--- config.mk ---
export PLATFORM = sky130hd
export DESIGN_NAME = vend_sequencer_flat
export DESIGN_NICKNAME = d
export VERILOG_FILES = /design/src/rtl/vend_sequencer_if.sv /design/src/rtl/vend_sequencer.sv /design/src/flat_wrapper.sv
export SDC_FILE = /design/constraint.sdc
export NUM_CORES = 1
export LEC_CHECK = 0
export CELL_PAD_IN_SITES_DETAIL_PLACEMENT = 1
export CELL_PAD_IN_SITES_GLOBAL_PLACEMENT = 1
export CORE_ASPECT_RATIO = 1.25
export CORE_MARGIN = 3
export CORE_UTILIZATION = 49
export DETAILED_ROUTE_END_ITERATION = 8
export DONT_BUFFER_PORTS = 1
export HOLD_SLACK_MARGIN = 0.12
export PLACE_DENSITY_LB_ADDON = 0.1
export REMOVE_ABC_BUFFERS = 1
export SETUP_SLACK_MARGIN = 0.02
export SLEW_MARGIN = 25
export SYNTH_ARGS = -nofsm -noshare
export SYNTH_HDL_FRONTEND = slang
export SYNTH_SLANG_ARGS = --single-unit
--- constraint.sdc ---
create_clock -name clk -period 5.8 [get_ports clk]
set_clock_uncertainty 0.2 [all_clocks]
set_input_delay 1.16 -clock clk [delete_from_list [all_inputs] [get_ports clk]]
set_output_delay 1.16 -clock clk [all_outputs]
set_load 0.005 [all_outputs]
--- src/rtl/vend_sequencer_if.sv ---
// Bus between the vending sequencer and its neighbours: coin slot and
// buttons in, credit from piggyBank in, add/debit pulses and status out.
// The sequencer connects through the slave modport; the environment
// (slot, buttons, bank) uses the master modport.
interface vend_sequencer_if;
    logic [3:0] coin_in;      // {quarter,dime,nickel,penny}
    logic [3:0] item_req;     // {date,carrot,banana,apple}
    logic [7:0] credit;
    logic       penny;
    logic       nickel;
    logic       dime;
    logic       quarter;
    logic       apple;
    logic       banana;
    logic       carrot;
    logic       date;
    logic       coin_reject;
    logic       dispense_o;
    logic       deny_o;
    logic [1:0] grant_o;
    logic       busy_o;

    modport slave (
        input  coin_in, item_req, credit,
        output penny, nickel, dime, quarter,
        output apple, banana, carrot, date,
        output coin_reject, dispense_o, deny_o, grant_o, busy_o
    );

    modport master (
        output coin_in, item_req, credit,
        input  penny, nickel, dime, quarter,
        input  apple, banana, carrot, date,
        input  coin_reject, dispense_o, deny_o, grant_o, busy_o
    );
endinterface

--- src/rtl/vend_sequencer.sv ---
// vend_sequencer: controller in front of piggyBank.
// Latches item buttons, arbitrates them, checks credit, issues one debit
// pulse per successful purchase and times the dispense output. Coins are
// queued (one pending bit per denomination) and forwarded one per cycle,
// rejecting any coin that would push credit past 255.
// All bank pulses are registered, so the bank's credit reflects a pulse
// two cycles after the forwarding decision; the coin that is "in flight"
// (decided last cycle) is therefore added into the overflow check, and the
// credit check waits until nothing is in flight.
// Optional feature: define RR_ARB_EN for round-robin arbitration;
// otherwise fixed priority apple > banana > carrot > date.
module vend_sequencer #(
    parameter int unsigned DISPENSE_CYCLES = 4,
    parameter int unsigned PRICE_A         = 75,
    parameter int unsigned PRICE_B         = 20,
    parameter int unsigned PRICE_C         = 30,
    parameter int unsigned PRICE_D         = 40
) (
    input  logic             clk,
    input  logic             reset,    // asynchronous, active-low
    vend_sequencer_if.slave  bus_if
);

    localparam int unsigned CNT_W = $clog2(DISPENSE_CYCLES + 1);
    localparam logic [7:0]  P_A   = 8'(PRICE_A);
    localparam logic [7:0]  P_B   = 8'(PRICE_B);
    localparam logic [7:0]  P_C   = 8'(PRICE_C);
    localparam logic [7:0]  P_D   = 8'(PRICE_D);

    typedef enum logic [2:0] {
        S_IDLE,
        S_CHECK,
        S_DEBIT,
        S_DISPENSE,
        S_DENY
    } state_t;

    state_t             state_q, state_d;
    logic [1:0]         grant_q, grant_d;
    logic [CNT_W-1:0]   cnt_q, cnt_d;
    logic [3:0]         req_q, req_d;
    logic [3:0]         req_clr;
    logic [3:0]         pend_q, pend_d;
    logic [3:0]         coin_q, coin_d;
    logic               rej_q, rej_d;
    logic [1:0]         arb_idx;
    logic               in_flight;

    logic [1:0]         sel_idx;
    logic               sel_any;
    logic [3:0]         coin_clr;
    logic [3:0]         coin_dup;
    logic               coin_ovf;
    logic [8:0]         coin_sum;

    // Value in cents of coin slot index {penny,nickel,dime,quarter}.
    function automatic logic [5:0] coin_value(input logic [1:0] idx);
        case (idx)
            2'd0:    coin_value = 6'd1;
            2'd1:    coin_value = 6'd5;
            2'd2:    coin_value = 6'd10;
            default: coin_value = 6'd25;
        endcase
    endfunction

    // Value of a registered (one-hot or empty) coin pulse vector.
    function automatic logic [5:0] pulse_value(input logic [3:0] p);
        pulse_value = 6'd0;
        for (int i = 0; i < 4; i++) begin
            if (p[i]) pulse_value = pulse_value + coin_value(2'(i));
        end
    endfunction

    function automatic logic [7:0] price_of(input logic [1:0] idx);
        case (idx)
            2'd0:    price_of = P_A;
            2'd1:    price_of = P_B;
            2'd2:    price_of = P_C;
            default: price_of = P_D;
        endcase
    endfunction

    // A coin decided last cycle is on the bus now; the bank has not counted it yet.
    assign in_flight = |coin_q;

`ifdef RR_ARB_EN
    logic [1:0] rr_q, rr_d;

    // Round-robin pick: first latched request at or after the pointer.
    always_comb begin
        arb_idx = rr_q;
        for (int k = 3; k >= 0; k--) begin
            if (req_q[rr_q + 2'(k)]) arb_idx = rr_q + 2'(k);
        end
    end

    // Pointer moves past every grant, whether it ends served or denied.
    always_comb begin
        rr_d = rr_q;
        if (state_q == S_IDLE && (|req_q)) rr_d = arb_idx + 2'd1;
    end

    // Round-robin pointer register; starts at apple.
    always_ff @(posedge clk or negedge reset) begin
        if (!reset) rr_q <= 2'd0;
        else        rr_q <= rr_d;
    end
`else
    // Fixed priority pick: lowest index (apple) wins.
    always_comb begin
        arb_idx = 2'd0;
        for (int k = 3; k >= 0; k--) begin
            if (req_q[k]) arb_idx = 2'(k);
        end
    end
`endif

    // Purchase FSM next state, grant capture and request-latch clearing.
    always_comb begin
        state_d = state_q;
        grant_d = grant_q;
        cnt_d   = cnt_q;
        req_clr = 4'b0000;
        case (state_q)
            S_IDLE: begin
                if (|req_q) begin
                    state_d = S_CHECK;
                    grant_d = arb_idx;
                    req_clr = 4'b0001 << arb_idx;
                end
            end
            S_CHECK: begin
                // Credit is only trusted once no coin pulse is pending in the bank.
                if (!in_flight) begin
                    if (bus_if.credit >= price_of(grant_q)) state_d = S_DEBIT;
                    else                                    state_d = S_DENY;
                end
            end
            S_DEBIT: begin
                state_d = S_DISPENSE;
                cnt_d   = CNT_W'(DISPENSE_CYCLES - 1);
            end
            S_DISPENSE: begin
                if (cnt_q == '0) state_d = S_IDLE;
                else             cnt_d   = cnt_q - 1'b1;
            end
            S_DENY: begin
                state_d = S_IDLE;
            end
            default: begin
                state_d = S_IDLE;
            end
        endcase
        req_d = (req_q & ~req_clr) | bus_if.item_req;
    end

    // Coin queue: forward the cheapest pending coin unless its pulse would
    // land in the debit cycle; reject on overflow or duplicate arrival.
    always_comb begin
        sel_idx = 2'd0;
        for (int k = 3; k >= 0; k--) begin
            if (pend_q[k]) sel_idx = 2'(k);
        end
        sel_any  = |pend_q;
        coin_sum = {1'b0, bus_if.credit} + 9'(coin_value(sel_idx)) + 9'(pulse_value(coin_q));
        coin_clr = 4'b0000;
        coin_d   = 4'b0000;
        coin_ovf = 1'b0;
        if (sel_any && (state_d != S_DEBIT)) begin
            coin_clr[sel_idx] = 1'b1;
            if (coin_sum > 9'd255) coin_ovf = 1'b1;
            else                   coin_d[sel_idx] = 1'b1;
        end
        coin_dup = bus_if.coin_in & pend_q & ~coin_clr;
        rej_d    = coin_ovf | (|coin_dup);
        pend_d   = (pend_q & ~coin_clr) | bus_if.coin_in;
    end

    // State, latches and registered bank pulses; reset aborts any purchase.
    always_ff @(posedge clk or negedge reset) begin
        if (!reset) begin
            state_q <= S_IDLE;
            grant_q <= 2'd0;
            cnt_q   <= '0;
            req_q   <= 4'b0000;
            pend_q  <= 4'b0000;
            coin_q  <= 4'b0000;
            rej_q   <= 1'b0;
        end else begin
            state_q <= state_d;
            grant_q <= grant_d;
            cnt_q   <= cnt_d;
            req_q   <= req_d;
            pend_q  <= pend_d;
            coin_q  <= coin_d;
            rej_q   <= rej_d;
        end
    end

    assign bus_if.penny       = coin_q[0];
    assign bus_if.nickel      = coin_q[1];
    assign bus_if.dime        = coin_q[2];
    assign bus_if.quarter     = coin_q[3];
    assign bus_if.coin_reject = rej_q;

    assign bus_if.apple       = (state_q == S_DEBIT) && (grant_q == 2'd0);
    assign bus_if.banana      = (state_q == S_DEBIT) && (grant_q == 2'd1);
    assign bus_if.carrot      = (state_q == S_DEBIT) && (grant_q == 2'd2);
    assign bus_if.date        = (state_q == S_DEBIT) && (grant_q == 2'd3);

    assign bus_if.dispense_o  = (state_q == S_DISPENSE);
    assign bus_if.deny_o      = (state_q == S_DENY);
    assign bus_if.busy_o      = (state_q != S_IDLE);
    assign bus_if.grant_o     = (state_q != S_IDLE) ? grant_q : 2'd0;

endmodule
--- src/flat_wrapper.sv ---
// flat-port wrapper written by rule: the top's interface ports become plain ports
module vend_sequencer_flat 
#(
    parameter int unsigned DISPENSE_CYCLES = 4,
    parameter int unsigned PRICE_A         = 75,
    parameter int unsigned PRICE_B         = 20,
    parameter int unsigned PRICE_C         = 30,
    parameter int unsigned PRICE_D         = 40
)
  (clk, reset, bus_if_coin_in, bus_if_item_req, bus_if_credit, bus_if_penny, bus_if_nickel, bus_if_dime, bus_if_quarter, bus_if_apple, bus_if_banana, bus_if_carrot, bus_if_date, bus_if_coin_reject, bus_if_dispense_o, bus_if_deny_o, bus_if_grant_o, bus_if_busy_o);
  vend_sequencer_if bus_if_i ();
  input  logic clk;
  input  logic reset;
  input wire logic [$bits(bus_if_i.coin_in)-1:0] bus_if_coin_in;
  input wire logic [$bits(bus_if_i.item_req)-1:0] bus_if_item_req;
  input wire logic [$bits(bus_if_i.credit)-1:0] bus_if_credit;
  output wire logic [$bits(bus_if_i.penny)-1:0] bus_if_penny;
  output wire logic [$bits(bus_if_i.nickel)-1:0] bus_if_nickel;
  output wire logic [$bits(bus_if_i.dime)-1:0] bus_if_dime;
  output wire logic [$bits(bus_if_i.quarter)-1:0] bus_if_quarter;
  output wire logic [$bits(bus_if_i.apple)-1:0] bus_if_apple;
  output wire logic [$bits(bus_if_i.banana)-1:0] bus_if_banana;
  output wire logic [$bits(bus_if_i.carrot)-1:0] bus_if_carrot;
  output wire logic [$bits(bus_if_i.date)-1:0] bus_if_date;
  output wire logic [$bits(bus_if_i.coin_reject)-1:0] bus_if_coin_reject;
  output wire logic [$bits(bus_if_i.dispense_o)-1:0] bus_if_dispense_o;
  output wire logic [$bits(bus_if_i.deny_o)-1:0] bus_if_deny_o;
  output wire logic [$bits(bus_if_i.grant_o)-1:0] bus_if_grant_o;
  output wire logic [$bits(bus_if_i.busy_o)-1:0] bus_if_busy_o;
  assign bus_if_i.coin_in = bus_if_coin_in;
  assign bus_if_i.item_req = bus_if_item_req;
  assign bus_if_i.credit = bus_if_credit;
  assign bus_if_penny = bus_if_i.penny;
  assign bus_if_nickel = bus_if_i.nickel;
  assign bus_if_dime = bus_if_i.dime;
  assign bus_if_quarter = bus_if_i.quarter;
  assign bus_if_apple = bus_if_i.apple;
  assign bus_if_banana = bus_if_i.banana;
  assign bus_if_carrot = bus_if_i.carrot;
  assign bus_if_date = bus_if_i.date;
  assign bus_if_coin_reject = bus_if_i.coin_reject;
  assign bus_if_dispense_o = bus_if_i.dispense_o;
  assign bus_if_deny_o = bus_if_i.deny_o;
  assign bus_if_grant_o = bus_if_i.grant_o;
  assign bus_if_busy_o = bus_if_i.busy_o;
  vend_sequencer #(.DISPENSE_CYCLES(DISPENSE_CYCLES), .PRICE_A(PRICE_A), .PRICE_B(PRICE_B), .PRICE_C(PRICE_C), .PRICE_D(PRICE_D)) u_core (.clk(clk), .reset(reset), .bus_if(bus_if_i));
endmodule
==> flow_metrics.env, run 1 <==
export IMPL_outcome="finished, final reports clean"
export IMPL_syn_area_per_cell_um2=9.54
export IMPL_yosysSeqAreaShare_pct=31.1
export IMPL_synth_edf_count=0
export IMPL_fillerInstances=392
export IMPL_grt_usage_pct=21.5
export IMPL_dpl_hpwl_mm=3.32
export IMPL_cts_tree="yes"
export IMPL_synth_mux_area_share_pct=2.44
export IMPL_hold_class="flop to flop"
export IMPL_whs_ns=0.312
export IMPL_hp_start="u_core.req_q[1]$_DFF_PN0_"
export IMPL_final_nets=231
export IMPL_worst_slew_pin_slew_ns=0.628
export IMPL_drive_above_1_share_pct=6.11
export IMPL_pwr_density_cell_nw_per_um2=383
export IMPL_cts_root_buffer="clkbuf_8"
export IMPL_path_cells="ha_1 > inv_1 > ha_1 > nand2b_1 > o21ai_0 > xor2_1 > fa_1 > inv_1 > ha_1 > o21ai_0 > nor2_1 > o211ai_1 > a21boi_0 > mux2i_1 > o2111ai_1"
export IMPL_maxSlewViolCount=0
export IMPL_cp_common_cell="ha_1"
export IMPL_async_flop_share_pct=100
export IMPL_die_h_um=71.6
export IMPL_cts_hold_buf=0
export IMPL_synth_simple_area_share_pct=19.3
export IMPL_synth_distinct_cells=41
export IMPL_syn_area_um2=1690
export IMPL_final_area_um2=1780
export IMPL_crit_type="flop to flop"
export IMPL_path_clk_slew_ns=0.07
export IMPL_ys_ff_latch=21
export IMPL_synth_compound_area_share_pct=14.4
export IMPL_area_delta_synth_final_pct=5.18
export IMPL_finalWirelength_mm=3.95
export IMPL_post_cts_buffers=0
export IMPL_rsz0062_at_grt="false"
export IMPL_overflow=0
export IMPL_min_delay_path_depth=1
export IMPL_ant_nets=0
export IMPL_synthAdderAreaFrac_pct=25.9
export IMPL_num_vias=1292
export IMPL_syn_inst=177
export IMPL_antenna_found_initial=0
export IMPL_fin_util_pct=54.6
export IMPL_rrSetupSlack_ns=2.01
export IMPL_setup_viol=0
export IMPL_portBuffers=0
export IMPL_placed_cell_area_um2=1730
export IMPL_ys_flop_type="dfrtp_1"
export IMPL_htree_levels=1
export IMPL_multi_input_area_um2=1080
export IMPL_min_to="u_core.grant_q[0]$_DFFE_PN0P_"
export IMPL_cpPeakStageDelay_ns=0.53
export IMPL_clockBufferDepth=2
export IMPL_worstPathMaxFanout=5
export IMPL_ios=32
export IMPL_maxClockFrequency_mhz=264
export IMPL_row_count=23
export IMPL_slowest_stage="a21boi_0"
export IMPL_synthXorXnorAreaFrac_pct=2.07
export IMPL_synth_top_family_by_area="adder cells"
export IMPL_gp_congestion=0.835
export IMPL_cts_resized=0
export IMPL_finalCriticalPeriod_ns=3.79
export IMPL_firstDrtPassIters=2
export IMPL_slew_limit_headroom_pct=57.8
export IMPL_grt_first_pass_wirelength_mm=6.76
export IMPL_dpl_cell_count=213
export IMPL_ff_latch_area_um2=526
export IMPL_clkLatencyLatePin_ns=0.26
export IMPL_via_per_inst=5.95
export IMPL_fin_cells=217
export IMPL_r2r_end="u_core.bus_if.coin_reject$_DFF_PN0_"
export IMPL_cap_viol_max_count=0
export IMPL_critPathCaptureType="flop"
export IMPL_grt_max_degree=22
export IMPL_p_leak_nw=0.810
export IMPL_post_drt_wl_per_cell_um=18.2
export IMPL_drt_drc_violations_left=0
export IMPL_grt_pass1_vias=1396
export IMPL_cts_buffers=3
export IMPL_required_ns=5.78
export IMPL_r2r_cells=15
export IMPL_crit_arrival_ns=3.77
export IMPL_start_util_pct=51.9
export IMPL_min_period_over_period_pct=65.3
export IMPL_tns_ns=0
export IMPL_cts_sinks=21
export IMPL_crit_buf_inv=2
export IMPL_critical_path_top_delay_family="adder cells"
export IMPL_hold_violations=0
export IMPL_timing_rr_start="u_core.coin_q[1]$_DFF_PN0_"
export IMPL_drtIter0Drc=24
export IMPL_die_w_um=58.5
export IMPL_startpoint_type="flop"
export IMPL_core_area_um2=3250
export IMPL_design_die_area_um2=4190
export IMPL_yosysWarnings=0
export IMPL_diodes=0
export IMPL_ir_worst_vdd_mv=0.245
==> state kept, by name (all words and copies together) (netlist names) <==
name and count:
u_core.bus_if.coin_reject 1, u_core.cnt_q 3, u_core.coin_q 4, u_core.grant_q 2, u_core.pend_q 4, u_core.req_q 4, u_core.state_q 3
==> cells in the final DEF, fill, tap and decap left out, types with 5 or more instances in the layout <==
| cell | netlist | routed |
|---|---|---|
| nand2b_1 | 8 | 8 |
| ha_1 | 27 | 27 |
| and2_1 | 9 | 9 |
| dfrtp_1 | 21 | 21 |
| inv_1 | 19 | 19 |
| fa_1 | 5 | 5 |
| nand3_1 | 5 | 5 |
| nor2_1 | 12 | 12 |
| o21ai_0 | 10 | 10 |
==> cells in the mapped netlist, types with 2 or more instances <==
cell / count / area, um2
o211ai_1: 4 / 30.0
a22oi_1: 3 / 22.5
or3_1: 2 / 12.5
o21ai_0: 10 / 50.1
nor3_1: 3 / 15.0
fa_1: 5 / 100
xor2_1: 2 / 17.5
a211oi_1: 2 / 15.0
and2_1: 9 / 56.3
dfrtp_1: 21 / 526
nand2_1: 4 / 15.0
a21oi_1: 4 / 20.0
ha_1: 27 / 338
inv_1: 19 / 71.3
nor4_1: 2 / 12.5
or2_2: 2 / 12.5
mux2i_1: 3 / 30.0
nor2_1: 12 / 45.0
a31oi_1: 3 / 18.8
a21o_1: 4 / 30.0
nand2b_1: 8 / 50.1
nand3_1: 5 / 25.0
nor2b_1: 4 / 25.0
xnor2_1: 2 / 17.5
==> routing by layer <==
layer | up-vias | share of wire [%] | wire length [um] | global-route usage, %
li1 | 617 | - | - | -
met1 | 640 | 36 | 1410 | 22.3
met2 | 26 | 57 | 2270 | 40.9
met3 | 9 | 4.7 | 187 | 5.05
met4 | 0 | 2.2 | 87 | 7.22
met5 | - | 0 | 0 | 0
==> worst max path at each step <==
stage                                           from                                   to  slack (ns)  cells after the start
final                     u_core.coin_q[1]$_DFF_PN0_  u_core.bus_if.coin_reject$_DFF_PN0_        2.01                     15
after global routing      u_core.coin_q[1]$_DFF_PN0_  u_core.bus_if.coin_reject$_DFF_PN0_        1.74                     15
after CTS                 u_core.coin_q[1]$_DFF_PN0_  u_core.bus_if.coin_reject$_DFF_PN0_        2.00                     15
after detailed placement  u_core.coin_q[1]$_DFF_PN0_  u_core.bus_if.coin_reject$_DFF_PN0_        2.02                     15
after global placement    u_core.coin_q[1]$_DFF_PN0_  u_core.bus_if.coin_reject$_DFF_PN0_        2.32                     15
after floorplan           u_core.coin_q[1]$_DFF_PN0_  u_core.bus_if.coin_reject$_DFF_PN0_        2.53                     15
==> where the power goes <==
| part | internal, mW | switching [mW] |
|---|---|---|
| logic | 0.152 | 0.195 |
| clock network | 0.0490 | 0.0484 |
| registers | 0.184 | 0.0522 |
==> through the flow <==
step	worst slack [ns]	power, mW
floorplan	2.53	0.488
global placement	2.32	0.553
detailed placement	2.02	0.593
CTS	2.00	0.694
global route	1.74	0.755
finish	2.01	0.681
==> area by class of cell <==
class / instances / share of cell area (%)
multi-input combinational: 135 / 61.1
tap: 37 / 2.61
sequential: 21 / 29.6
inverter: 20 / 4.23
clock buffer: 4 / 2.54
==> worst register-to-register path, stage by stage, from the launching register on <==
cell	delay (ns)
dfrtp_1	0.44
ha_1	0.20
inv_1	0.05
ha_1	0.31
nand2b_1	0.15
o21ai_0	0.22
xor2_1	0.12
fa_1	0.50
inv_1	0.05
ha_1	0.26
o21ai_0	0.10
nor2_1	0.11
o211ai_1	0.08
a21boi_0	0.53
mux2i_1	0.17
o2111ai_1	0.23
==> kinds of logic (layout without fill, tap and decap cells) <==
| group | count (synthesis) | in the layout |
|---|---|---|
| xor gates and xnor gates | 4 | 4 |
| AOI/OAI and AO/OA | 37 | 37 |
| adders and majority gates | 32 | 32 |
| DFF | 21 | 21 |
| buffers and inverters | 21 | 24 |
| and+or+nand+nor | 58 | 58 |
| muxes | 4 | 4 |
(Power assumes the default switching activity.)
==> inputs of run 2 (changes only) <==
Settings changed: CORE_UTILIZATION 49 to 48.
Clock period 5.8 ns to 3.6 ns, I/O delays scaled along.
==> flow_metrics.env, run 2 (synthesis gave the netlist of run 1 again) <==
export IMPL_outcome="finished, final reports clean"
export IMPL_via_per_inst=5.93
export IMPL_cts_tree="yes"
export IMPL_layout_commonest_cell="ha_1"
export IMPL_rsz0062_at_grt="false"
export IMPL_drive_above_1_share_pct=8.24
export IMPL_cp_common_cell="ha_1"
export IMPL_pwr_density_cell_nw_per_um2=607
export IMPL_finalWirelength_mm=3.78
export IMPL_cts_buffers=3
export IMPL_required_ns=3.52
export IMPL_finalCriticalPeriod_ns=3.38
export IMPL_preCtsSetupSlack_ns=-0.0863
export IMPL_comb_power_share_pct=51.0
export IMPL_crit_buf_inv=2
export IMPL_clkLatencyLatePin_ns=0.26
export IMPL_design_die_area_um2=4270
export IMPL_fin_util_pct=54.7
export IMPL_die_w_um=59.1
export IMPL_worstPathMaxFanout=5
export IMPL_clockBufferDepth=2
export IMPL_final_cell_mix="ha_1, dfrtp_1, inv_1"
export IMPL_area_delta_synth_final_pct=6.22
export IMPL_sw_frac_of_total_pct=43.2
export IMPL_final_nets=233
export IMPL_setup_viol=0
export IMPL_internal_power_mw=0.619
export IMPL_timing_final_ws_setup_ns=0.223
export IMPL_switchingPower_mw=0.471
export IMPL_worst_slew_pin_slew_ns=0.468
export IMPL_antenna_found_initial=0
export IMPL_fillerInstances=399
export IMPL_hold_violations=0
export IMPL_overflow=0
export IMPL_min_period_over_period_pct=93.8
export IMPL_num_vias=1299
export IMPL_startpoint_type="flop"
export IMPL_row_count=23
export IMPL_maxClockFrequency_mhz=296
export IMPL_cpPeakStageDelay_ns=0.45
export IMPL_cts_root_buffer="clkbuf_8"
export IMPL_grt_max_degree=22
export IMPL_slew_limit_headroom_pct=68.8
export IMPL_htree_levels=1
export IMPL_firstDrtPassIters=4
export IMPL_post_drt_wl_per_cell_um=17.3
export IMPL_largestRegisters="u_core.coin_q (4), u_core.pend_q (4), u_core.req_q (4)"
export IMPL_path_clk_slew_ns=0.08
export IMPL_critical_path_top_delay_family="adder cells"
export IMPL_grt_first_pass_wirelength_mm=6.55
export IMPL_power_frac_clock_pct=14.2
export IMPL_cts_sinks=21
export IMPL_ant_nets=0
export IMPL_ios=32
export IMPL_path_cells="ha_1 > inv_1 > ha_1 > nand2b_1 > o21ai_1 > xor2_1 > fa_1 > inv_1 > ha_1 > o21ai_0 > nor2_1 > o211ai_1 > a21boi_2 > a31oi_1 > o2111ai_1"
export IMPL_die_h_um=72.3
export IMPL_start_util_pct=51.5
export IMPL_hold_class="input port to asynchronous set/reset pin"
export IMPL_maxSlewViolCount=0
export IMPL_drt_drc_violations_left=0
export IMPL_drtIter0Drc=48
export IMPL_grt_usage_pct=19.9
export IMPL_final_area_um2=1790
export IMPL_crit_arrival_ns=3.29
export IMPL_gp_congestion=0.820
export IMPL_portBuffers=0
export IMPL_dpl_hpwl_mm=3.22
export IMPL_p_leak_nw=0.817
export IMPL_grt_pass1_vias=1413
export IMPL_slowest_stage="dfrtp_2"
export IMPL_diodes=0
export IMPL_core_area_um2=3280
export IMPL_p_seq_share_pct=34.8
export IMPL_cap_viol_max_count=0
export IMPL_placed_cell_area_um2=1740
export IMPL_crit_type="flop to flop"
export IMPL_critPathCaptureType="flop"
export IMPL_ir_worst_vdd_mv=0.318
## run 2: cell type report
type / instances / area, um2 / share of cell area (%)
Clock buffer: 4 / 45.0 / 2.51
Tap cell: 37 / 46.3 / 2.58
Inverter: 20 / 75.1 / 4.18
Timing Repair Buffer: 2 / 12.5 / 0.697
Multi-Input combinational cell: 135 / 1090 / 60.7
Sequential cell: 21 / 527 / 29.4
## run 2: repair_timing
action / in CTS / in global routing
setup endpoints to repair: 3 / 4
pin swaps: 0 / 2
buffers inserted: 0 / 0
hold buffers: 1 / 0
gates resized for setup: 1 / 3
hold endpoints to repair: 21 / 0
## run 2: worst reg2reg max path, cell delays in order, from the launching register on
cell	delay [ns]
dfrtp_2	0.45
ha_1	0.22
inv_1	0.06
ha_1	0.25
nand2b_1	0.15
o21ai_1	0.14
xor2_1	0.19
fa_1	0.44
inv_1	0.07
ha_1	0.23
o21ai_0	0.15
nor2_1	0.05
o211ai_1	0.20
a21boi_2	0.13
a31oi_1	0.16
o2111ai_1	0.15
## run 2: layer usage
layer	up-vias	wire, um	global-route usage [%]
met5	-	0	0
met4	0	42	5.54
met3	6	173	4.80
met2	25	2110	37.0
met1	645	1450	21.8
li1	623	-	-
## run 2: power by group through the flow
| stage | registers, mW | clock network, mW | logic [mW] |
|---|---|---|---|
| 6_report | 0.379 | 0.155 | 0.556 |
| 5_1_grt | 0.392 | 0.169 | 0.651 |
| 2_1_floorplan | 0.361 | 0 | 0.425 |
| 4_1_cts | 0.380 | 0.161 | 0.567 |
| 3_3_place_gp | 0.378 | 0 | 0.516 |
| 3_5_place_dp | 0.384 | 0 | 0.558 |
## run 2: metrics by stage
step	hold WS [ns]	TNS, ns	power, mW	instances
after floorplan	0.224	0	0.785	176
after global placement	0.225	0	0.894	214
after detailed placement	0.225	-0.0863	0.942	214
after CTS	0.315	0	1.11	219
after global routing	0.232	0	1.21	219
final	0.202	0	1.09	219
## run 2: final timing paths
check / startpoint / end / slack (ns) / cells past startpoint
max in group asynchronous: reset / u_core.coin_q[1]$_DFF_PN0_ / 2.65 / 1
min reg2reg: u_core.req_q[1]$_DFF_PN0_ / u_core.grant_q[0]$_DFFE_PN0P_ / 0.31 / 1
min in group clk: u_core.req_q[1]$_DFF_PN0_ / u_core.grant_q[0]$_DFFE_PN0P_ / 0.31 / 1
max reg2reg: u_core.coin_q[1]$_DFF_PN0_ / u_core.bus_if.coin_reject$_DFF_PN0_ / 0.22 / 15
min: reset / u_core.state_q[0]$_DFF_PN0_ / 0.20 / 1
max: u_core.coin_q[1]$_DFF_PN0_ / u_core.bus_if.coin_reject$_DFF_PN0_ / 0.22 / 15
